$ cat src/rtl/ast_dmx_dir_sched_if.sv
// Handshake/framing bundle between the packet source, the direction scheduler
// and ast_dmx. The scheduler uses the slave modport; the source/sink side of
// the bench or the surrounding fabric uses the master modport.
interface ast_dmx_dir_sched_if #(
    parameter int DIR_SEL_WIDTH = 2
);
    logic                     ast_valid_i;
    logic                     ast_startofpacket_i;
    logic                     ast_endofpacket_i;
    logic                     ast_ready_o;
    logic                     ast_valid_o;
    logic                     ast_ready_i;
    logic [DIR_SEL_WIDTH-1:0] dir_o;

    modport slave (
        input  ast_valid_i,
        input  ast_startofpacket_i,
        input  ast_endofpacket_i,
        input  ast_ready_i,
        output ast_ready_o,
        output ast_valid_o,
        output dir_o
    );

    modport master (
        output ast_valid_i,
        output ast_startofpacket_i,
        output ast_endofpacket_i,
        output ast_ready_i,
        input  ast_ready_o,
        input  ast_valid_o,
        input  dir_o
    );
endinterface

$ cat src/rtl/ast_dmx_dir_sched.sv
// Packet-level direction scheduler in front of ast_dmx.
// Chooses an output direction per packet among enabled directions that still
// have credit, holds it for the whole packet and gates the source handshake.
// Data/empty/channel bypass this block entirely.
//
// Build option: AST_DMX_SCHED_STRICT_PRIO_EN
//   defined   -> lowest-index eligible direction wins, no round-robin pointer
//   undefined -> round-robin starting after the last granted direction
//
// state  | meaning
// SELECT | waiting for a sop; dir_o follows the live candidate
// PACKET | packet in flight; dir_o frozen on cur_dir, handshake passes through
module ast_dmx_dir_sched #(
    parameter int TX_DIR          = 4,
    parameter int DIR_SEL_WIDTH   = (TX_DIR == 1) ? 1 : $clog2(TX_DIR),
    parameter int MAX_OUTSTANDING = 4,
    parameter int CNT_WIDTH       = $clog2(MAX_OUTSTANDING + 1)
) (
    input  logic                 clk_i,
    input  logic                 rst_i,
    input  logic [TX_DIR-1:0]    dir_en_i,
    input  logic [TX_DIR-1:0]    pkt_done_i,
    ast_dmx_dir_sched_if.slave   ast,
    output logic                 busy_o,
    output logic                 protocol_err_o
);

    typedef enum logic [0:0] {
        SELECT = 1'b0,
        PACKET = 1'b1
    } state_t;

    localparam logic [CNT_WIDTH-1:0] CNT_MAX = CNT_WIDTH'(MAX_OUTSTANDING);

    state_t                   state_q, state_d;
    logic [DIR_SEL_WIDTH-1:0] cur_dir_q, cur_dir_d;
    logic [CNT_WIDTH-1:0]     cnt_q [TX_DIR];
    logic [CNT_WIDTH-1:0]     cnt_d [TX_DIR];

    logic [TX_DIR-1:0]        elig;
    logic                     grant;
    logic [DIR_SEL_WIDTH-1:0] cand;
    logic                     inc_en;
    logic [DIR_SEL_WIDTH-1:0] inc_sel;
    logic                     fsm_err;
    logic                     underflow_err;

`ifdef AST_DMX_SCHED_STRICT_PRIO_EN
    // Fixed priority: the lowest-index eligible direction wins.
    always_comb begin
        cand = '0;
        for (int i = TX_DIR - 1; i >= 0; i--) begin
            if (elig[DIR_SEL_WIDTH'(i)]) begin
                cand = DIR_SEL_WIDTH'(i);
            end
        end
    end
`else
    localparam logic [DIR_SEL_WIDTH-1:0] LAST_DIR = DIR_SEL_WIDTH'(TX_DIR - 1);

    logic [DIR_SEL_WIDTH-1:0] rr_last_q, rr_last_d;

    // Round-robin search starting one past the last granted direction.
    always_comb begin
        logic found;
        found = 1'b0;
        cand  = '0;
        for (int i = 0; i < TX_DIR; i++) begin
            int                       idx;
            logic [DIR_SEL_WIDTH-1:0] ix;
            idx = (int'(rr_last_q) + 1 + i) % TX_DIR;
            ix  = DIR_SEL_WIDTH'(idx);
            if (!found && elig[ix]) begin
                found = 1'b1;
                cand  = ix;
            end
        end
    end

    // Round-robin pointer; only moves when a sop is actually accepted.
    always_ff @(posedge clk_i or posedge rst_i) begin
        if (rst_i) begin
            rr_last_q <= LAST_DIR;
        end else begin
            rr_last_q <= rr_last_d;
        end
    end

    // Pointer follows the direction latched at sop acceptance.
    always_comb begin
        rr_last_d = rr_last_q;
        if (state_q == SELECT && state_d == PACKET) begin
            rr_last_d = cand;
        end else if (state_q == SELECT && inc_en) begin
            rr_last_d = cand;
        end
    end
`endif

    // A direction is eligible when enabled and below its outstanding limit.
    always_comb begin
        for (int d = 0; d < TX_DIR; d++) begin
            elig[d] = dir_en_i[d] && (cnt_q[d] < CNT_MAX);
        end
    end

    assign grant = |elig;

    // FSM state, latched direction and credit counters.
    always_ff @(posedge clk_i or posedge rst_i) begin
        if (rst_i) begin
            state_q   <= SELECT;
            cur_dir_q <= '0;
            for (int d = 0; d < TX_DIR; d++) begin
                cnt_q[d] <= '0;
            end
        end else begin
            state_q   <= state_d;
            cur_dir_q <= cur_dir_d;
            for (int d = 0; d < TX_DIR; d++) begin
                cnt_q[d] <= cnt_d[d];
            end
        end
    end

    // Next-state, handshake gating and direction output.
    always_comb begin
        state_d         = state_q;
        cur_dir_d       = cur_dir_q;
        inc_en          = 1'b0;
        inc_sel         = cur_dir_q;
        fsm_err         = 1'b0;
        ast.ast_ready_o = 1'b0;
        ast.ast_valid_o = 1'b0;
        ast.dir_o       = cur_dir_q;

        case (state_q)
            SELECT: begin
                ast.dir_o = cand;
                if (ast.ast_valid_i && !ast.ast_startofpacket_i) begin
                    // Orphan beat outside a packet: swallow it so the source
                    // cannot wedge, and flag it.
                    ast.ast_ready_o = 1'b1;
                    fsm_err         = 1'b1;
                end else begin
                    ast.ast_valid_o = ast.ast_valid_i && grant;
                    ast.ast_ready_o = ast.ast_ready_i && grant;
                    if (ast.ast_valid_i && grant && ast.ast_ready_i) begin
                        cur_dir_d = cand;
                        if (ast.ast_endofpacket_i) begin
                            inc_en  = 1'b1;
                            inc_sel = cand;
                        end else begin
                            state_d = PACKET;
                        end
                    end
                end
            end
            PACKET: begin
                ast.ast_valid_o = ast.ast_valid_i;
                ast.ast_ready_o = ast.ast_ready_i;
                if (ast.ast_valid_i && ast.ast_ready_i) begin
                    // A nested sop is passed along as data; framing is flagged.
                    if (ast.ast_startofpacket_i) begin
                        fsm_err = 1'b1;
                    end
                    if (ast.ast_endofpacket_i) begin
                        inc_en  = 1'b1;
                        state_d = SELECT;
                    end
                end
            end
            default: begin
                state_d = SELECT;
            end
        endcase

        if (rst_i) begin
            ast.ast_ready_o = 1'b0;
            ast.ast_valid_o = 1'b0;
            ast.dir_o       = '0;
        end
    end

    // Credit update: +1 on packet completion here, -1 on downstream release.
    // A release against an empty counter is ignored and reported.
    always_comb begin
        underflow_err = 1'b0;
        for (int d = 0; d < TX_DIR; d++) begin
            logic inc;
            logic dec;
            inc   = inc_en && (inc_sel == DIR_SEL_WIDTH'(d));
            dec   = pkt_done_i[d] && (cnt_q[d] != '0);
            if (pkt_done_i[d] && (cnt_q[d] == '0)) begin
                underflow_err = 1'b1;
            end
            cnt_d[d] = cnt_q[d];
            if (inc && !dec) begin
                cnt_d[d] = cnt_q[d] + CNT_WIDTH'(1);
            end else if (dec && !inc) begin
                cnt_d[d] = cnt_q[d] - CNT_WIDTH'(1);
            end
        end
    end

    // Status outputs, held low while reset is asserted.
    always_comb begin
        busy_o         = !rst_i && (state_q == PACKET);
        protocol_err_o = !rst_i && (fsm_err || underflow_err);
    end

endmodule

$ cat src/flat_wrapper.sv
// flat-port wrapper written by rule: the top's interface ports become plain ports
module ast_dmx_dir_sched_flat 
#(
    parameter int TX_DIR          = 4,
    parameter int DIR_SEL_WIDTH   = (TX_DIR == 1) ? 1 : $clog2(TX_DIR),
    parameter int MAX_OUTSTANDING = 4,
    parameter int CNT_WIDTH       = $clog2(MAX_OUTSTANDING + 1)
)
  (clk_i, rst_i, dir_en_i, pkt_done_i, busy_o, protocol_err_o, ast_ast_valid_i, ast_ast_startofpacket_i, ast_ast_endofpacket_i, ast_ast_ready_i, ast_ast_ready_o, ast_ast_valid_o, ast_dir_o);
  ast_dmx_dir_sched_if #(.DIR_SEL_WIDTH(DIR_SEL_WIDTH)) ast_i ();
  input  logic clk_i;
  input  logic rst_i;
  input  logic [TX_DIR-1:0] dir_en_i;
  input  logic [TX_DIR-1:0] pkt_done_i;
  output logic busy_o;
  output logic protocol_err_o;
  input wire logic [$bits(ast_i.ast_valid_i)-1:0] ast_ast_valid_i;
  input wire logic [$bits(ast_i.ast_startofpacket_i)-1:0] ast_ast_startofpacket_i;
  input wire logic [$bits(ast_i.ast_endofpacket_i)-1:0] ast_ast_endofpacket_i;
  input wire logic [$bits(ast_i.ast_ready_i)-1:0] ast_ast_ready_i;
  output wire logic [$bits(ast_i.ast_ready_o)-1:0] ast_ast_ready_o;
  output wire logic [$bits(ast_i.ast_valid_o)-1:0] ast_ast_valid_o;
  output wire logic [$bits(ast_i.dir_o)-1:0] ast_dir_o;
  assign ast_i.ast_valid_i = ast_ast_valid_i;
  assign ast_i.ast_startofpacket_i = ast_ast_startofpacket_i;
  assign ast_i.ast_endofpacket_i = ast_ast_endofpacket_i;
  assign ast_i.ast_ready_i = ast_ast_ready_i;
  assign ast_ast_ready_o = ast_i.ast_ready_o;
  assign ast_ast_valid_o = ast_i.ast_valid_o;
  assign ast_dir_o = ast_i.dir_o;
  ast_dmx_dir_sched #(.TX_DIR(TX_DIR), .DIR_SEL_WIDTH(DIR_SEL_WIDTH), .MAX_OUTSTANDING(MAX_OUTSTANDING), .CNT_WIDTH(CNT_WIDTH)) u_core (.clk_i(clk_i), .rst_i(rst_i), .dir_en_i(dir_en_i), .pkt_done_i(pkt_done_i), .ast(ast_i), .busy_o(busy_o), .protocol_err_o(protocol_err_o));
endmodule
$ cat config.mk
export PLATFORM = sky130hd
export DESIGN_NAME = ast_dmx_dir_sched_flat
export DESIGN_NICKNAME = d
export VERILOG_FILES = /design/src/rtl/ast_dmx_dir_sched_if.sv /design/src/rtl/ast_dmx_dir_sched.sv /design/src/flat_wrapper.sv
export SDC_FILE = /design/constraint.sdc
export NUM_CORES = 1
export LEC_CHECK = 0
export CAP_MARGIN = 20
export CORE_MARGIN = 3
export CORE_UTILIZATION = 57
export DETAILED_ROUTE_END_ITERATION = 6
export PLACE_DENSITY_LB_ADDON = 0.12
export SYNTH_ARGS = -nofsm -noshare
export SYNTH_HDL_FRONTEND = slang
export SYNTH_SLANG_ARGS = --single-unit
$ cat constraint.sdc
create_clock -name clk_i -period 3.56 [get_ports clk_i]
set_input_delay 0.712 -clock clk_i [delete_from_list [all_inputs] [get_ports clk_i]]
set_output_delay 0.712 -clock clk_i [all_outputs]
set_load 0.05 [all_outputs]
==> results by group <==
STA
  – Final Setup Violations: 0
  – Final period utilization: 89.9%
  – RSZ-0062 raised after global routing: false
  – Setup tns final: 0 ns
  – Final Max Slew Viols: 0
  – Max transition margin: 59.2%
  – Measured slew at the worst slew-check pin: 0.612 ns
  – Final critical-path required period: 3.20 ns
  – Fmax: 312 MHz
  – Fin. Hold Viols: 0
  – Final Skew: 0.00318 ns

Clock tree
  – H-tree depth: 1
  – CTS tree: done
  – Resized Gates After CTS: 0
  – Clock transition at path regs: 0.09 ns
  – Root buffer cell: clkbuf_4
  – Post-CTS setup buffers: 0
  – TritonCTS Buffers: 3
  – Worst-Skew Late Latency: 0.28 ns
  – # clock sinks: 17
  – Clock buffer depth: 2
  – Hold buffer count at CTS: 0

Synthesis
  – Synth cell count leaders: 15 x dfrtp_1, 11 x nor2_1, 9 x inv_1
  – Compound-gate portion of the synthesized area: 15.9%
  – Post-Synth Adder-Cell Area: 10.4%
  – Mux cell area share after synthesis: 6.01%
  – Post-synth top area cell: dfrtp_1
  – Syn Area/Cell: 10.2 um^2
  – YS warnings: 0
  – Net count after synthesis: 145
  – Synth area leaders: dfrtp_1 30%, fa_1 6.4%, xor2_1 5.6%, dfstp_2 4.2%, ha_1 4.0%
  – Synth top area share: 30.0%
  – Mapped Cells: 123
  – XOR/XNOR Fraction of Synth Area: 8.41%
  – Largest family of logic cells by synthesized area: simple AND/OR/NAND/NOR gates
  – Distinct cells, synth: 42
  – Flops & latches, synth: 17
  – Number of synthesized flops with an enable pin: 0
  – Ys async rst share: 100%
  – Top FF cell, synth: dfrtp_1
  – Most frequent cell after synthesis: dfrtp_1
  – Simple-gate portion of the synthesized area: 20.2%
  – Sequential cell area fraction in the yosys report: 34.2%
  – Synthesized cell area: 1250 um^2

Place
  – Placer Congestion: 0.900
  – Dpl hpwl: 1960 um
  – Port-buffer cells: 19

Setup path
  – CP startpoint kind: input port
  – CP max FO: 5
  – Worst EP arrival: 2.49 ns
  – Worst EP required: 2.85 ns
  – Critical path type: input port to output pin
  – CP Cell Sequence: clkdlybuf4s50_1 > nor2b_1 > nor3_1 > a221oi_4 > a211oi_1 > buf_12
  – Critical path's largest stage delay: 0.49 ns
  – Slowest-stage cell, CP: a211oi_1
  – Setup crit end kind: output pin

Cells and area
  – Area Growth Syn to Fin: 17.9%
  – # nets final: 166
  – Post-layout util: 72.9%
  – Layout cell share with drive strength beyond 1: 14.7%
  – Inserted Diodes: 0
  – Fill cells: 147

GRT
  – Largest net degree at the start of global routing: 18
  – Initial antenna violation count: 0
  – Vias in the first global route: 972
  – Total congestion overflow: 0
  – First-pass GRT wire length: 4020 um
  – GRT Total Usage: 19.5%

Route
  – DR iter-0 viols: 19
  – Drt total wl: 2470 um
  – Vias: 979
  – Via density: 5.76
  – DR WL/cell: 14.5 um
  – DRC viols: 0
  – TritonRoute pass-1 iters: 4
  – Final ANT Viol Nets: 0

Status
  – Status: finished clean

Floorplanning
  – Top-Level Pins: 20
  – Die area: 2790 um^2
  – Core area: 2020 um^2
  – Die Wd: 52.8 um
  – Starting Density: 61.8%
  – Std cell rows: 16
  – Die Y: 52.8 um

Job
  – Max-cap violations: 0

Pwr
  – Leak pwr: 0.595 nW
  – Worst VDD drop: 0.493 mV
  – Pwr/cell area: 772 nW/um^2

Hold path
  – Min-Delay Path Class: flop to flop
[area by class of cell]
| class | instances | area [um^2] | area share (%) |
|---|---|---|---|
| Tap cell | 27 | 33.8 | 2.29 |
| Timing Repair Buffer | 19 | 190 | 12.9 |
| Multi-Input combinational cell | 94 | 762 | 51.7 |
| Sequential cell | 17 | 428 | 29.0 |
| Clock buffer | 4 | 26.3 | 1.78 |
| Inverter | 9 | 33.8 | 2.29 |
[metal layers]
layer	part of all wire [%]	GRT usage [%]	wire length [um]
met1	46	23.6	1130
met2	49	34.7	1210
met5	0	0	0
met3	4.2	2.56	103
met4	0.93	7.23	23
[worst max-delay path, delay by kind of cell]
| family | cells | cell delay, ns |
|---|---|---|
| buffers and inverters | 2 | 0.63 |
| AOI/OAI and AO/OA | 2 | 0.57 |
| and+or+nand+nor | 2 | 0.57 |
[state kept, by name (all words and copies together) (netlist names)]
name and count:
u_core.cur_dir_q 2, u_core.rr_last_q 2, u_core.state_q 1, u_core.cnt_q 12
[layout by cell type, fill, tap and decap left out, drive strengths merged, types with 4 or more instances in the layout]
cell	Yosys	routed
ha	4	4
xor2	8	8
a21oi	6	6
nor2	11	11
nand2b	8	8
dfrtp	15	15
mux2	4	4
inv	9	9
clkbuf	1	4
clkdlybuf4s50	0	14
nand3	4	4
buf	2	5
xnor2	4	4
nor3	5	5
fa	4	4
[through the flow]
stage / total power, mW / setup WS [ns] / hold WS [ns] / cell area, um^2 / std cells
floorplan: 0.893 / 0.349 / 0.465 / 1250 / 123
finish: 1.14 / 0.360 / 0.511 / 1470 / 170
detailed placement: 1.04 / 0.271 / 0.505 / 1450 / 166
global route: 1.23 / 0.262 / 0.553 / 1470 / 170
CTS: 1.14 / 0.360 / 0.518 / 1470 / 170
global placement: 1.01 / 0.370 / 0.502 / 1450 / 166
[cell families after synthesis]
group	after synthesis
AND/OR/NAND/NOR	43
AO/OA/AOI/OAI	24
flip-flops	17
XOR/XNOR	12
buffers and inverters	12
adder cells (fa/ha/maj)	8
multiplexers	7
[path summary, 6_finish.rpt]
check                           startpoint               to  slack, ns  depth (start not counted)
setup / recovery               dir_en_i[2]     ast_dir_o[0]       0.36                          6
max in group asynchronous            rst_i  u_core.cnt_q[6]       2.17                          2
min in group asynchronous            rst_i  u_core.cnt_q[2]       0.99                          2
setup reg to reg           u_core.cnt_q[8]  u_core.cnt_q[2]       1.01                         10
hold / removal             u_core.cnt_q[2]  u_core.cnt_q[2]       0.51                          1
hold reg to reg            u_core.cnt_q[2]  u_core.cnt_q[2]       0.51                          1
[power by group]
part	total (mW)	switching (mW)	internal, mW
sequential	0.434	0.130	0.304
clock	0.0998	0.0563	0.0435
combinational	0.604	0.316	0.287
total	1.14	0.503	0.635
Power figures use the tool's default switching activity.
